==> src/rtl/shift_unit.sv <==
`default_nettype none
// ============================================================================
//  Module      : shift_unit
//  Description : Iterative shifter for the multicycle datapath. Takes the
//                operand from the shift-source mux and the amount from the
//                shift-amount path. It shifts one bit position per clock and
//                flags completion with a one-cycle done pulse. The result then
//                goes to the register-file write-back mux.
//  Revision    : 1.0 - initial release
// ----------------------------------------------------------------------------
//  Ports
//    clk      in   1        system clock, rising-edge active
//    reset    in   1        synchronous active-high reset
//    start    in   1        request pulse, sampled only while idle
//    op       in   2        00 SLL, 01 SRL, 10 SRA, 11 pass-through
//    data_in  in   WIDTH    operand, latched on an accepted start
//    shamt    in   SHAMT_W  shift amount, latched on an accepted start
//    result   out  WIDTH    registered result, held until next accepted start
//    busy     out  1        high whenever the unit is not idle
//    done     out  1        one-cycle pulse, result is final in that cycle
// ============================================================================
module shift_unit #(
    parameter int WIDTH   = 32,
    parameter int SHAMT_W = 5
) (
    input  logic               clk,
    input  logic               reset,
    input  logic               start,
    input  logic [1:0]         op,
    input  logic [WIDTH-1:0]   data_in,
    input  logic [SHAMT_W-1:0] shamt,
    output logic [WIDTH-1:0]   result,
    output logic               busy,
    output logic               done
);

    localparam logic [1:0] c_OP_SLL  = 2'b00;
    localparam logic [1:0] c_OP_SRL  = 2'b01;
    localparam logic [1:0] c_OP_SRA  = 2'b10;
    localparam logic [1:0] c_OP_PASS = 2'b11;

    localparam logic [1:0] c_ST_IDLE  = 2'd0;
    localparam logic [1:0] c_ST_SHIFT = 2'd1;
    localparam logic [1:0] c_ST_DONE  = 2'd2;

    localparam logic [SHAMT_W-1:0] c_CNT_ONE = SHAMT_W'(1);

    logic [1:0]         r_state;
    logic [1:0]         w_state_nxt;
    logic [WIDTH-1:0]   r_result;
    logic [SHAMT_W-1:0] r_count;
    logic [1:0]         r_op;
    logic [WIDTH-1:0]   w_shifted;
    logic               w_accept;

    // Only an idle unit accepts a request; start has no effect anywhere else.
    assign w_accept = (r_state == c_ST_IDLE) && start;

    // One-bit step of the latched operation.
    always_comb begin
        w_shifted = r_result;
        case (r_op)
            c_OP_SLL: w_shifted = {r_result[WIDTH-2:0], 1'b0};
            c_OP_SRL: w_shifted = {1'b0, r_result[WIDTH-1:1]};
            c_OP_SRA: w_shifted = {r_result[WIDTH-1], r_result[WIDTH-1:1]};
            default:  w_shifted = r_result;
        endcase
    end

    // State register
    always_ff @(posedge clk) begin
        if (reset) begin
            r_state <= c_ST_IDLE;
        end else begin
            r_state <= w_state_nxt;
        end
    end

    // Next-state logic. A zero amount or pass-through skips SHIFT entirely.
    // The unit leaves SHIFT while the count still reads 1, so the counter
    // never reaches zero inside SHIFT.
    always_comb begin
        w_state_nxt = r_state;
        case (r_state)
            c_ST_IDLE: begin
                if (start) begin
                    if ((shamt == '0) || (op == c_OP_PASS)) begin
                        w_state_nxt = c_ST_DONE;
                    end else begin
                        w_state_nxt = c_ST_SHIFT;
                    end
                end
            end
            c_ST_SHIFT: begin
                if (r_count == c_CNT_ONE) begin
                    w_state_nxt = c_ST_DONE;
                end
            end
            c_ST_DONE: begin
                w_state_nxt = c_ST_IDLE;
            end
            default: begin
                w_state_nxt = c_ST_IDLE;
            end
        endcase
    end

    // Datapath: load on accept, step while shifting, otherwise hold.
    always_ff @(posedge clk) begin
        if (reset) begin
            r_result <= '0;
            r_count  <= '0;
            r_op     <= c_OP_SLL;
        end else if (w_accept) begin
            r_result <= data_in;
            r_count  <= shamt;
            r_op     <= op;
        end else if (r_state == c_ST_SHIFT) begin
            r_result <= w_shifted;
            r_count  <= r_count - c_CNT_ONE;
        end
    end

    // Status is a pure decode of the state register, so start has no
    // combinational path to busy or done.
    assign result = r_result;
    assign busy   = (r_state != c_ST_IDLE);
    assign done   = (r_state == c_ST_DONE);

endmodule
`default_nettype wire
==> config.mk <==
export PLATFORM = sky130hd
export DESIGN_NAME = shift_unit
export DESIGN_NICKNAME = d
export VERILOG_FILES = /design/src/rtl/shift_unit.sv
export SDC_FILE = /design/constraint.sdc
export NUM_CORES = 1
export LEC_CHECK = 0
export CAP_MARGIN = 0
export CORE_AREA = 5 5 78 73
export CTS_BUF_LIST = sky130_fd_sc_hd__clkbuf_16
export CTS_CLUSTER_SIZE = 40
export DETAILED_ROUTE_END_ITERATION = 10
export DIE_AREA = 0 0 83 78
export PLACE_DENSITY = 0.82
export REMOVE_ABC_BUFFERS = 1
export SYNTH_ARGS = -nofsm -noshare
export SYNTH_HDL_FRONTEND = slang
export SYNTH_SLANG_ARGS = --single-unit
export TNS_END_PERCENT = 30
==> constraint.sdc <==
create_clock -name clk -period 4.26 [get_ports clk]
set_clock_uncertainty 0.1 [all_clocks]
set_input_delay 0.426 -clock clk [delete_from_list [all_inputs] [get_ports clk]]
set_output_delay 0.426 -clock clk [all_outputs]
set_load 0.01 [all_outputs]
==> results.md, run 1 <==
- Initial Util: 47.05%
- Maximum number of pins on one net before global-route repair: 35
- Most common library cell in the layout ignoring fill and taps: clkdlybuf4s50_1
- Initial antenna violation count: 0
- Class of the worst hold path: reg2reg
- Register clock-pin slew on the reported worst setup and hold paths: around 60 ps
- Post-Synthesis Cells: 230
- Total I/O pin count: 76
- Remaining DRCs: 0
- Maximum clock path buffer count: 2
- Chip height: 78 µm
- CTS Hold Bufs: 0
- Highest clock frequency the design can meet: 346.2 MHz
- Startpoint type of the worst setup path: flip-flop
- Wire length after detailed routing: 6250 µm
- Register bit total from synthesis: 41
- Most used cells in the layout excluding fill and tap cells: 75 x clkdlybuf4s50_1, 41 x dfxtp_1, 31 x a221oi_1, 19 x o2bb2ai_1, 16 x o21ai_1
- Worst reg-to-reg path cell count: 6
- Number of synthesized flops with an enable pin: 0
- IR Drop Worst-Case VDD: 236.5 µV
- Count of clock tree sinks: 41
- Maxcap violations: 0
- Buf+Inv Stages, Crit Path: 2
- Cell class contributing the biggest share of worst-path delay: simple AND/OR/NAND/NOR gates
- Wire per inst: between 15 and 20 µm
- Fraction of layout instances using a drive strength above 1: 12.24%
- Static Leak: 1.024 nW
- Post-route cell area: approximately 0.0031 mm²
- Min cycle time layout: 2889 ps
- Latest clock arrival within the worst-skew pair: 280 ps
- Core area: 0.004745 mm²
- Setup slack of the worst register-to-register path: 1370 ps
- RSZ-0062 raised after global routing: no
- Count of endpoints failing hold in the final timing report: 0
- Clock tree root driver cell: clkbuf_16
- Cell with the largest stage delay on the worst path: nor2_2
- Post-CTS setup-driven buffer insertion count: 0
- First-pass GRT wire length: 10070 µm
- PortBufs: between 70 and 80
- Post-synthesis instance area: 0.002232 mm²
- PnR worst setup slack: 1371 ps
- Global placement routability congestion: 0.8050
- Detailed-router iteration count before antenna repair: 4
- Leading post-synthesis cells by cell area: dfxtp_1 37%, a221oi_1 12%, o2bb2ai_1 7.5%
- Antenna Violating Nets Remaining: 0
- Dpl cell area: 0.002943 mm²
- Number of fill cells: around 400
- Global-route usage over all layers: 18.53%
- Type of element capturing the critical path: flip-flop
- Depth of the CTS H-tree: 2
- Actual transition at the worst max-transition pin: around 1200 ps
- Number of global-route vias before repair: approximately 2.1k
- Number of diodes: 0
- Start-to-end type of the worst setup path: reg2reg
- Number of distinct standard cells referenced by the synthesized netlist: 40
- Delay contributed by the slowest stage of the critical path: 1050 ps
- Async set or reset register ratio after synthesis: 0%
- Ratio of final minimum period to clock period: 67.81%
- Most instantiated flip-flop cell in the synthesis netlist: dfxtp_1
- Synth Area per Inst: between 9 and 10 µm²
- Cell area power density: 392.1 mW/mm²
- Crit. path cell count: 6
- Worst setup timing slack at the placement stage: roughly 1400 ps
- Final Max Slew Viols: 0
- Status: completed
- TritonCTS clock tree: done
- Cell-by-cell trace of the critical path: inv_1 -> ha_1 -> inv_1 -> nor2_2 -> nand3_1 -> a311oi_1
- HPWL after detailed placement: 4350 µm
- Standard-cell row count: 24
- Leading area contributor after synthesis: dfxtp_1
- Most frequent CP cell: inv_1
- WHS Path Cells: 2
- Fraction of synthesized cell area taken by the top area cell type: 36.77%
- Crit path max fanout: 31
- Worst path arrival time: a little under 3000 ps
- Ys Warns: 0
- Die X: 83 µm
- Number of DRC markers after the initial detailed-route iteration: 187
- Fraction of the yosys area taken by sequential cells: 36.77%
- Post-cts sizing count: 0
- GRT overflow: 0
- CP required: 4340 ps
- Number of vias per cell after detailed routing: 6.078
- Nets: 341
- Area growth from synthesis to layout: 37.78%
- Die Outline Area: 0.006474 mm²
- Number of clock buffers inserted by TritonCTS: 5
- Sum Neg Setup Slack: 0 ps
- Vias: 2182
- Final total power: 1.206 mW
- Normalized max-slew margin: 22.22%
- Final count of negative-setup-slack endpoints: 0
-- per-stage QoR --
stage	cells	utilization, %	hold WS [ps]
final	359	64.82	378.3
after global routing	359	64.82	417.6
after CTS	359	64.82	381.4
after detailed placement	352	62.03	373.8
after global placement	352	62.03	367.4
after floorplan	208	-	347.0
-- flip-flops by register name (all words and copies together) (netlist names) --
signal   count
r_count      5
r_op         2
r_state      2
result      32
-- synthesized netlist by cell type (3+ instances only) --
cell type,instances
a221oi_1,31
buf_4,3
nand3_1,4
dfxtp_1,41
nand2_1,7
a21oi_1,8
nor2_1,12
clkbuf_1,5
buf_2,7
ha_1,5
o21ai_0,5
o2bb2ai_2,10
o2bb2ai_1,19
buf_6,5
inv_1,8
o21ai_1,16
o21ai_2,11
nor3_1,3
-- logic make-up (layout without fill, tap and decap cells) --
logic type               after synthesis  after routing  synth area share (%)
XOR/XNOR                               1              1                0.3924
flip-flops                            41             41                 36.77
AND/OR/NAND/NOR                       41             41                 10.20
buffers and inverters                 30             94                 8.632
AO/OA/AOI/OAI                        112            112                 41.20
adder cells (fa/ha/maj)                5              5                 2.803
-- power breakdown --
part	switching, mW	leakage (nW)	internal [mW]	total [mW]
Clock	0.139	0.0685	0.209	0.348
Sequential	0.0595	0.337	0.431	0.490
Combinational	0.181	0.618	0.186	0.367
Total	0.379	1.02	0.827	1.21
-- final timing paths --
path,start,endpoint
setup reg to reg,r_op[0],result[0]
hold reg to reg,r_op[1],r_op[1]
hold / removal,r_op[1],r_op[1]
setup / recovery,r_op[0],result[0]
-- tightest hold or removal path, delay by kind of cell, from the launching register on --
family	cells	cell delay (ps)
AO/OA/AOI/OAI	1	50
flip-flops	1	320
AND/OR/NAND/NOR	1	60
-- layer usage --
metal	part of all wire [%]	GRT usage [%]	vias to the layer above
met1	44	24.21	1045
met5	0	0	-
met2	48	29.81	80
li1	-	-	1040
met3	5.3	3.814	17
met4	2.0	7.843	0
-- layout make-up --
type,count,area [µm²],area share [%]
Clock buffer,5,125.1,4.068
Clock inverter,2,7.507,0.2441
Tap cell,65,81.33,2.644
Multi-Input combinational cell,159,1230,39.99
Inverter,8,30.03,0.9764
Timing Repair Buffer,79,780.7,25.39
Sequential cell,41,820.8,26.69
Note: power is estimated with default switching activity, not from simulation.
==> run 2, diff against run 1 <==
- CORE_AREA: 5 5 78 73 -> 5 5 84 78
- DIE_AREA: 0 0 83 78 -> 0 0 89 83
- PLACE_DENSITY: 0.82 -> 0.75
- clock period: 4.26 -> 2.4 ns (I/O delays scaled with it)
==> run 2 against run 1 <==
Net effect: die area rose by 14%; via count down 1.1%; combinational power is 81% higher; sequential power is 77% higher; final area rose by 2.0%; non-clock buffer count increased by 7; count of clock-buffer cells in the layout unchanged; utilization down 8.4 points; first-iteration DRC count fell by 19%; total power rose by 79%; critical path type is now reg2out; largest cell class unchanged; largest power group unchanged.
==> results.md, run 2 (same netlist as run 1, synthesis figures left out) <==
- Status: completed
- HPWL after detailed placement: 4620 µm (+6.2%)
- Maximum number of pins on one net before global-route repair: 35 (unchanged)
- Number of vias per cell after detailed routing: 5.814 (-4.3%)
- GRT overflow: 0 (unchanged)
- Ratio of final minimum period to clock period: 85.55%
- Standard-cell row count: 26 (+8.3%)
- Actual transition at the worst max-transition pin: 445.6 ps (-719.8 ps)
- Type of element capturing the critical path: primary output
- Final count of negative-setup-slack endpoints: 0 (unchanged)
- PortBufs: 75 (unchanged)
- Post-CTS setup-driven buffer insertion count: 0 (unchanged)
- Number of global-route vias before repair: 2128 (+1.0%)
- Buf+Inv Stages, Crit Path: 2 (unchanged)
- Cell class contributing the biggest share of worst-path delay: buffers and inverters
- Routed metal-1 wire length: 2749 µm (-0.79%)
- Area growth from synthesis to layout: 40.58%
- Crit path max fanout: 10 (-68%)
- Initial Util: 40.13% (-6.9 points)
- Min cycle time layout: between 2000 and 2500 ps
- Global placement routability congestion: 0.8307 (+3.2%)
- Number of diodes: 0 (unchanged)
- CP required: 2060 ps (-2280 ps)
- Maximum clock path buffer count: 2 (unchanged)
- Start-to-end type of the worst setup path: reg2out
- Most common library cell in the layout ignoring fill and taps: clkdlybuf4s50_1
- Flip-flop count of the largest register after layout: 32 (unchanged)
- Remaining DRCs: 0 (unchanged)
- Wire length after detailed routing: 6187 µm (-1.0%)
- Maxcap violations: 0 (unchanged)
- Count of clock tree sinks: 41 (unchanged)
- IR Drop Worst-Case VDD: 322.9 µV (+37%)
- Depth of the CTS H-tree: 2 (unchanged)
- Static Leak: 1.054 nW (+2.9%)
- Clock tree root driver cell: clkbuf_16
- Most used cells in the layout excluding fill and tap cells: 75 x clkdlybuf4s50_1, 41 x dfxtp_1, 31 x a221oi_1, 19 x o2bb2ai_1, 16 x o21ai_1
- Antenna Violating Nets Remaining: 0 (unchanged)
- Global-route usage over all layers: 17.04% (-1.5 points)
- Cell with the largest stage delay on the worst path: dfxtp_1
- Vias: 2157 (-1.1%)
- Number of clock buffers inserted by TritonCTS: 5 (unchanged)
- Dpl cell area: 0.003002 mm² (+2.0%)
- Cell area power density: 686.6 mW/mm² (+75%)
- Worst reg-to-reg path cell count: 7 (+1)
- Register clock-pin slew on the reported worst setup and hold paths: 50 ps (about the same)
- Number of DRC markers after the initial detailed-route iteration: 152 (-19%)
- WHS Path Cells: 2 (unchanged)
- Top routing layer in use: met4
- Post-cts sizing count: 0 (unchanged)
- Highest clock frequency the design can meet: 487.1 MHz
- Chip height: 83 µm (+6.4%)
- Count of endpoints failing hold in the final timing report: 0 (unchanged)
- First-pass GRT wire length: 10340 µm (+2.7%)
- Die Outline Area: 0.007387 mm² (+14%)
- Fraction of layout instances using a drive strength above 1: 14.62% (+2.4 points)
- Worst path arrival time: 1710 ps (-1260 ps)
- Worst hold slack across all endpoints: 378.1 ps (-0.2000 ps)
- Cell-by-cell trace of the critical path: inv_1 -> nor2_1 -> clkdlybuf4s50_1
- Amount of wire on met2 after detailed routing: 2968 µm (-1.8%)
- Total I/O pin count: 76 (unchanged)
- Post-route cell area: 0.003138 mm² (+2.0%)
- Core area: 0.005563 mm² (+17%)
- Startpoint type of the worst setup path: flip-flop
- Crit. path cell count: 3 (-3)
- Latest clock arrival within the worst-skew pair: 270 ps (about the same)
- Class of the worst hold path: reg2reg
- Detailed-router iteration count before antenna repair: 5 (+1)
- Final total power: 2.155 mW (+79%)
- Nets: 348 (+2.1%)
- RSZ-0062 raised after global routing: no
- Normalized max-slew margin: 70.23% (+48 points)
- Delay contributed by the slowest stage of the critical path: 560 ps (-490 ps)
- Wire per inst: 16.68 µm (-4.2%)
- Final Max Slew Viols: 0 (unchanged)
- Die X: 89 µm (+7.2%)
- Final core utilization: 56.41% (-8.4 points)
- CTS Hold Bufs: 0 (unchanged)
- TritonCTS clock tree: done
- Initial antenna violation count: 0 (unchanged)
- Routed met3 length: 421 µm (+27%)
==> run 2: cell types whose count changed in the layout (fill, tap and decap cells not counted) <==
cell	delta
clkinvlp_4	+1
buf_4	+7
inv_1	-1
==> run 2: final cells by class <==
type	count	area (µm²)
Clock inverter	2	11.26
Sequential cell	41	820.8
Clock buffer	5	125.1
Multi-Input combinational cell	159	1230
Fill cell	482	2425
Inverter	8	30.03
Timing Repair Buffer	86	833.3
Tap cell	70	87.58
==> run 2: per-layer routing <==
layer | GRT usage, % | up-vias
met2 | 27.19 | 80
li1 | - | 1051
met4 | 5.683 | 0
met3 | 2.673 | 5
met1 | 23.16 | 1021
met5 | 0 | -
==> run 2: worst reg2reg max path: stages (launching register included) <==
cell	delay, ps
dfxtp_1	350
inv_1	70
ha_1	350
inv_1	310
nor2_2	90
buf_4	180
a221oi_1	370
o2bb2ai_2	100
==> run 2: final timing paths <==
path	startpoint	endpoint	slack, ps
max	r_state[1]	done	350
min reg2reg	r_op[0]	r_op[0]	380
max reg2reg	r_op[0]	result[23]	370
min	r_op[0]	r_op[0]	380
==> run 2: metrics by stage <==
step | setup TNS, ps | cells | worst slack, ps
after floorplan | -10360 | 208 | -462.5
after global placement | 0 | 364 | 467.8
after detailed placement | 0 | 364 | 357.1
after CTS | 0 | 371 | 359.5
after global routing | 0 | 371 | 185.5
final | 0 | 371 | 346.8
==> run 2: power by group <==
group | total (mW) | switching [mW] | internal, mW
sequential | 0.866 | 0.101 | 0.765
combinational | 0.666 | 0.322 | 0.344
clock | 0.623 | 0.248 | 0.375
total | 2.15 | 0.671 | 1.48
==> run 3, diff against run 2 <==
- CELL_PAD_IN_SITES_DETAIL_PLACEMENT: unset -> 1
- CELL_PAD_IN_SITES_GLOBAL_PLACEMENT: unset -> 2
- CORE_AREA: 5 5 84 78 -> 5 5 108 100
- DIE_AREA: 0 0 89 83 -> 0 0 113 105
- PLACE_DENSITY: 0.75 -> 0.74
==> run 3 against run 2 <==
Net effect: critical path depth did not move; sequential cell count did not move; combinational power rose by 3%; sequential power rose by 0.6%; non-clock buffer count fell by 1; utilization fell by 22 points; first-iteration DRC count rose by 11%; hold slack got worse by 0.95 ps.
==> results.md, run 3 (same netlist as run 1, synthesis figures left out) <==
- Status: completed
- Worst path arrival time: 1750 ps (+40 ps)
- Core area: 0.009487 mm² (+71%)
- CTS Hold Bufs: 0 (unchanged)
- Post-cts sizing count: 0 (unchanged)
- WHS Path Cells: 2 (unchanged)
- Antenna Violating Nets Remaining: 0 (unchanged)
- CP required: 2060 ps (about the same)
- Flip-flop count of the largest register after layout: 32 (unchanged)
- Register clock-pin slew on the reported worst setup and hold paths: 60 ps (about the same)
- Standard-cell row count: 34 (+31%)
- Number of DRC markers after the initial detailed-route iteration: 168 (+11%)
- Most used cells in the layout excluding fill and tap cells: 75 x clkdlybuf4s50_1, 41 x dfxtp_1, 31 x a221oi_1, 19 x o2bb2ai_1, 16 x o21ai_1
- Min cycle time layout: 2089 ps (+35.62 ps)
- Chip height: 105 µm (+27%)
- Fraction of layout instances using a drive strength above 1: 14.95% (+0.33 points)
- Normalized max-slew margin: 72.77% (+2.5 points)
- Number of fill cells: 1069 (+120%)
- End of the worst hold path: r_op[0]
- Global-route usage over all layers: 12.30% (-4.7 points)
- Post-route cell area: 0.003232 mm² (+3.0%)
- Dpl cell area: 0.003089 mm² (+2.9%)
- Initial antenna violation count: 0 (unchanged)
- Setup slack of the worst register-to-register path: 460 ps (+90 ps)
- GRT overflow: 0 (unchanged)
- Int Pwr: 1.497 mW (+0.90%)
- Global placement routability congestion: 0.7704 (-7.3%)
- Highest clock frequency the design can meet: 478.7 MHz (-1.7%)
- RSZ-0062 raised after global routing: no
- Final Max Slew Viols: 0 (unchanged)
- Depth of the CTS H-tree: 2 (unchanged)
- First-pass GRT wire length: 11930 µm (+15%)
- Initial Util: 23.53% (-17 points)
- Start-to-end type of the worst setup path: reg2out
- Class of the worst hold path: reg2reg
- Most common library cell in the layout ignoring fill and taps: clkdlybuf4s50_1
- Clock tree root driver cell: clkbuf_16
- Area growth from synthesis to layout: 44.79%
- Latest clock arrival within the worst-skew pair: 280 ps (about the same)
- Die Outline Area: 0.01187 mm² (+61%)
- Crit path max fanout: 10 (unchanged)
- Worst hold slack across all endpoints: 377.2 ps (-0.9450 ps)
- Cell area power density: 684.5 mW/mm² (-0.30%)
- Post-CTS setup-driven buffer insertion count: 0 (unchanged)
- Relative contribution of the clock network to total power: 29.7% (+0.8 points)
- Seq pwr share: 39.4% (-0.8 points)
- Startpoint type of the worst setup path: flip-flop
- Final count of negative-setup-slack endpoints: 0 (unchanged)
- Number of vias per cell after detailed routing: 5.082 (-13%)
- PortBufs: 75 (unchanged)
- Detailed-router iteration count before antenna repair: 4 (-1)
- Sequential cell area in the final layout: 820.8 µm² (unchanged)
- Maximum number of pins on one net before global-route repair: 35 (unchanged)
- FF-to-FF Start: r_op[0]
- Fraction of power spent switching nets: 32.32% (+1.2 points)
- Ratio of final minimum period to clock period: 87.03% (+1.5 points)
- Die X: 113 µm (+27%)
- Wire length after detailed routing: 7393 µm (+19%)
- Total I/O pin count: 76 (unchanged)
- Number of diodes: 0 (unchanged)
- Maximum clock path buffer count: 2 (unchanged)
- Multi-input gate area in the final layout: 0.001230 mm² (unchanged)
- Worst reg-to-reg path cell count: 7 (unchanged)
- Sw Pwr: 715.1 µW (+6.6%)
- Final core utilization: 34.07% (-22 points)
- Startpoint of the tightest hold check path: r_op[0]
- Vias: 2170 (+0.60%)
- HPWL after detailed placement: 5402 µm (+17%)
- IR Drop Worst-Case VDD: 299.3 µV (-7.3%)
- Number of clock buffers inserted by TritonCTS: 5 (unchanged)
- Nets: 347 (-0.29%)
- Combinational fraction of design power: 30.9% (about the same)
- Type of element capturing the critical path: primary output
- Count of clock tree sinks: 41 (unchanged)
- Maxcap violations: 0 (unchanged)
- Number of global-route vias before repair: 2238 (+5.2%)
- Count of endpoints failing hold in the final timing report: 0 (unchanged)
- Wire per inst: 17.31 µm (+3.8%)
- Sum Neg Setup Slack: 0 ps (unchanged)
- Worst reg2reg path endpoint: result[16]
- Actual transition at the worst max-transition pin: 407.8 ps (-37.76 ps)
- TritonCTS clock tree: done
- Static Leak: 1.064 nW (+0.93%)
- Remaining DRCs: 0 (unchanged)
[run 3: cell count changes in the layout (fill, tap and decap cells not counted), sizes merged]
cell | previous run | this run
buf | 11 | 10
clkinv | 1 | 2
[run 3: power by group through the flow]
stage	registers [mW]	logic, mW	clock network (mW)
after floorplan	0.887	0.322	0
after global placement	0.884	0.682	0
after detailed placement	0.886	0.691	0
after CTS	0.872	0.693	0.678
after global routing	0.885	0.746	0.714
final	0.871	0.684	0.658
[run 3: worst max-delay path, stage by stage, from the launching register on]
cell             delay [ps]
dfxtp_1                 570
inv_1                   220
nor2_1                  130
clkdlybuf4s50_1         550
[run 3: area by class of cell]
type | count | share of cell area [%]
multi-input cells | 159 | 38.06
repair buffers | 85 | 26.33
flip-flops and latches | 41 | 25.40
well taps | 126 | 4.878
clock buffers | 5 | 3.871
inverters | 8 | 0.9292
clock inverters | 3 | 0.5420
[run 3: metrics by stage]
step / total power [mW] / cells / worst slack [ps]
final: 2.212 / 427 / 311.2
after floorplan: 1.208 / 208 / -462.5
after global routing: 2.346 / 427 / 195.7
after global placement: 1.566 / 419 / 473.1
after CTS: 2.243 / 427 / 297.8
after detailed placement: 1.577 / 419 / 438.4
[run 3: routing by layer]
layer  track usage, %  part of all wire, %  vias up
met1            16.72                   46     1067
li1                 -                    -     1052
met2            19.50                   48       49
met3            3.237                  5.4        2
met5                0                    0        -
met4            2.833                 0.64        0
[run 3: worst max path at each step]
stage | start | end | slack [ps] | cells past startpoint
final | r_state[1] | done | 310 | 3
after global routing | r_state[1] | done | 200 | 3
after CTS | r_state[1] | done | 300 | 3
after detailed placement | start | result[1] | 440 | 6
after global placement | start | result[1] | 470 | 6
after floorplan | r_op[0] | result[1] | -460 | 6
==> RTL edit: new RTL, config.mk and constraints of run 2 <==
Change the parameter `SHAMT_W` from 5 to 10.
--- a/src/rtl/shift_unit.sv
+++ b/src/rtl/shift_unit.sv
@@ -23,3 +23,3 @@
     parameter int WIDTH   = 32,
-    parameter int SHAMT_W = 5
+    parameter int SHAMT_W = 10
 ) (
Interface: changed (resized shamt); port bits go from 76 to 81. No check against the original RTL was run, so the function may have changed too.
==> RTL edit against run 2 <==
Cell count up 27%; design area grew 14%; total power grew 12%; critical path depth up 4; worst setup slack better by 110 ps; non-clock buffer count is 6 higher; wire length grew 17%; sequential share of layout area is 0.35 points lower; worst hold slack better by 12 ps; count of clock-buffer cells in the layout did not move; sequential cell count is 5 higher; area after synthesis is 14% higher; critical endpoint is now result[28]; largest power group unchanged.
==> RTL edit: results <==
group,metric,value,unit
status,status,"completed",
placed_design,placed_area,3432,um^2
critical_path,critPathKind,"reg -> reg",
critical_path,r2r_end,"result[28]",
logic_synthesis,ys_seq_area_frac,0.3613,
finish,num-fill-cells,498,
global_route,grt_pass1_wl,11730,um
route,wl_per_cell,15.35,um
placed_design,hpwl,5182,um
logic_synthesis,synthTopCellsByArea,"dfxtp_1, a21oi_1, a22o_1",
critical_path,cp_max_fo,20,
global_route,first_global_vias,2452,
sta,fin_crit,1946,ps
logic_synthesis,synth.most_common_cell,"a21oi_1",
logic_synthesis,synth.top_cells.by_count,"a21oi_1, dfxtp_1, nor2_1",
finish,drive_gt1_frac,0.06250,
logic_synthesis,synth_cell_types,42,
critical_path,r2r_slack,450,ps
placed_design,dp_slack,210.3,ps
finish,fin_nets,451,
pwr,power_leakage,1.381,nW
sta,relSlewSlack,0.5740,
global_route,grt_max_degree,69,
placed_design,io_buffers,80,
critical_path,cp_top_family,"simple AND/OR/NAND/NOR gates",
critical_path,critical-path-max-stage-delay,360,ps
placed_design,place.gp.congestion,0.8897,
critical_path,critPathArrivalTime,2020,ps
pwr,vdd_drop_max,448.1,uV
route,viasPerCell,5.698,
route,first_iter_violations,169,
RTL edit: worst min-delay path, cell delays in order, from the launching register on:
cell	delay, ps
dfxtp_1	330
nand2_1	60
a21oi_1	50
RTL edit: logic make-up (layout without fill, tap and decap cells):
logic type / count (synthesis) / count (layout) / synth area share
simple gates: 105 / 105 / 0.2082
buf+inv: 33 / 109 / 0.06136
compound gates: 133 / 133 / 0.3373
xor+xnor: 1 / 1 / 0.003437
fa+ha+maj: 5 / 5 / 0.02455
flops: 46 / 46 / 0.3613
mux: 1 / 1 / 0.003928
RTL edit: how the worst min path moves through the flow:
stage | startpoint | endpoint | cells past startpoint
4_1_cts | r_op[1] | r_op[1] | 2
6_report | r_op[1] | r_op[1] | 2
2_1_floorplan | reset | r_count[3] | 1
3_5_place_dp | r_op[1] | r_op[1] | 2
3_3_place_gp | r_op[0] | r_op[0] | 2
5_1_grt | r_op[1] | r_op[1] | 2
RTL edit: power by group:
part / switching, mW / total [mW] / internal [mW] / leakage (nW)
Sequential: 0.0991 / 0.957 / 0.858 / 0.379
Combinational: 0.392 / 0.802 / 0.410 / 0.936
Clock: 0.273 / 0.648 / 0.375 / 0.0663
RTL edit: layer usage:
| metal | track usage | wire, um | vias to the layer above |
|---|---|---|---|
| met4 | 0.05548 | 93 | 0 |
| met3 | 0.03366 | 443 | 8 |
| met1 | 0.2728 | 3363 | 1253 |
| li1 | - | - | 1321 |
| met5 | 0 | 0 | - |
| met2 | 0.3063 | 3314 | 96 |
RTL edit: area by class of cell:
cell class / instances / area share
Sequential cell: 46 / 0.2581
Clock buffer: 5 / 0.03506
Multi-Input combinational cell: 245 / 0.4130
Inverter: 9 / 0.009467
Timing Repair Buffer: 92 / 0.2567
Clock inverter: 3 / 0.003156
Tap cell: 70 / 0.02454
RTL edit: per-stage QoR:
| stage | hold WS (ps) | cells | power (mW) | setup TNS, ps |
|---|---|---|---|---|
| final | 390.6 | 470 | 2.407 | 0 |
| after global routing | 411.1 | 470 | 2.551 | 0 |
| after CTS | 390.7 | 470 | 2.417 | 0 |
| after detailed placement | 377.3 | 462 | 1.767 | 0 |
| after global placement | 366.5 | 462 | 1.757 | 0 |
| after floorplan | 209.1 | 300 | 1.389 | -8390 |
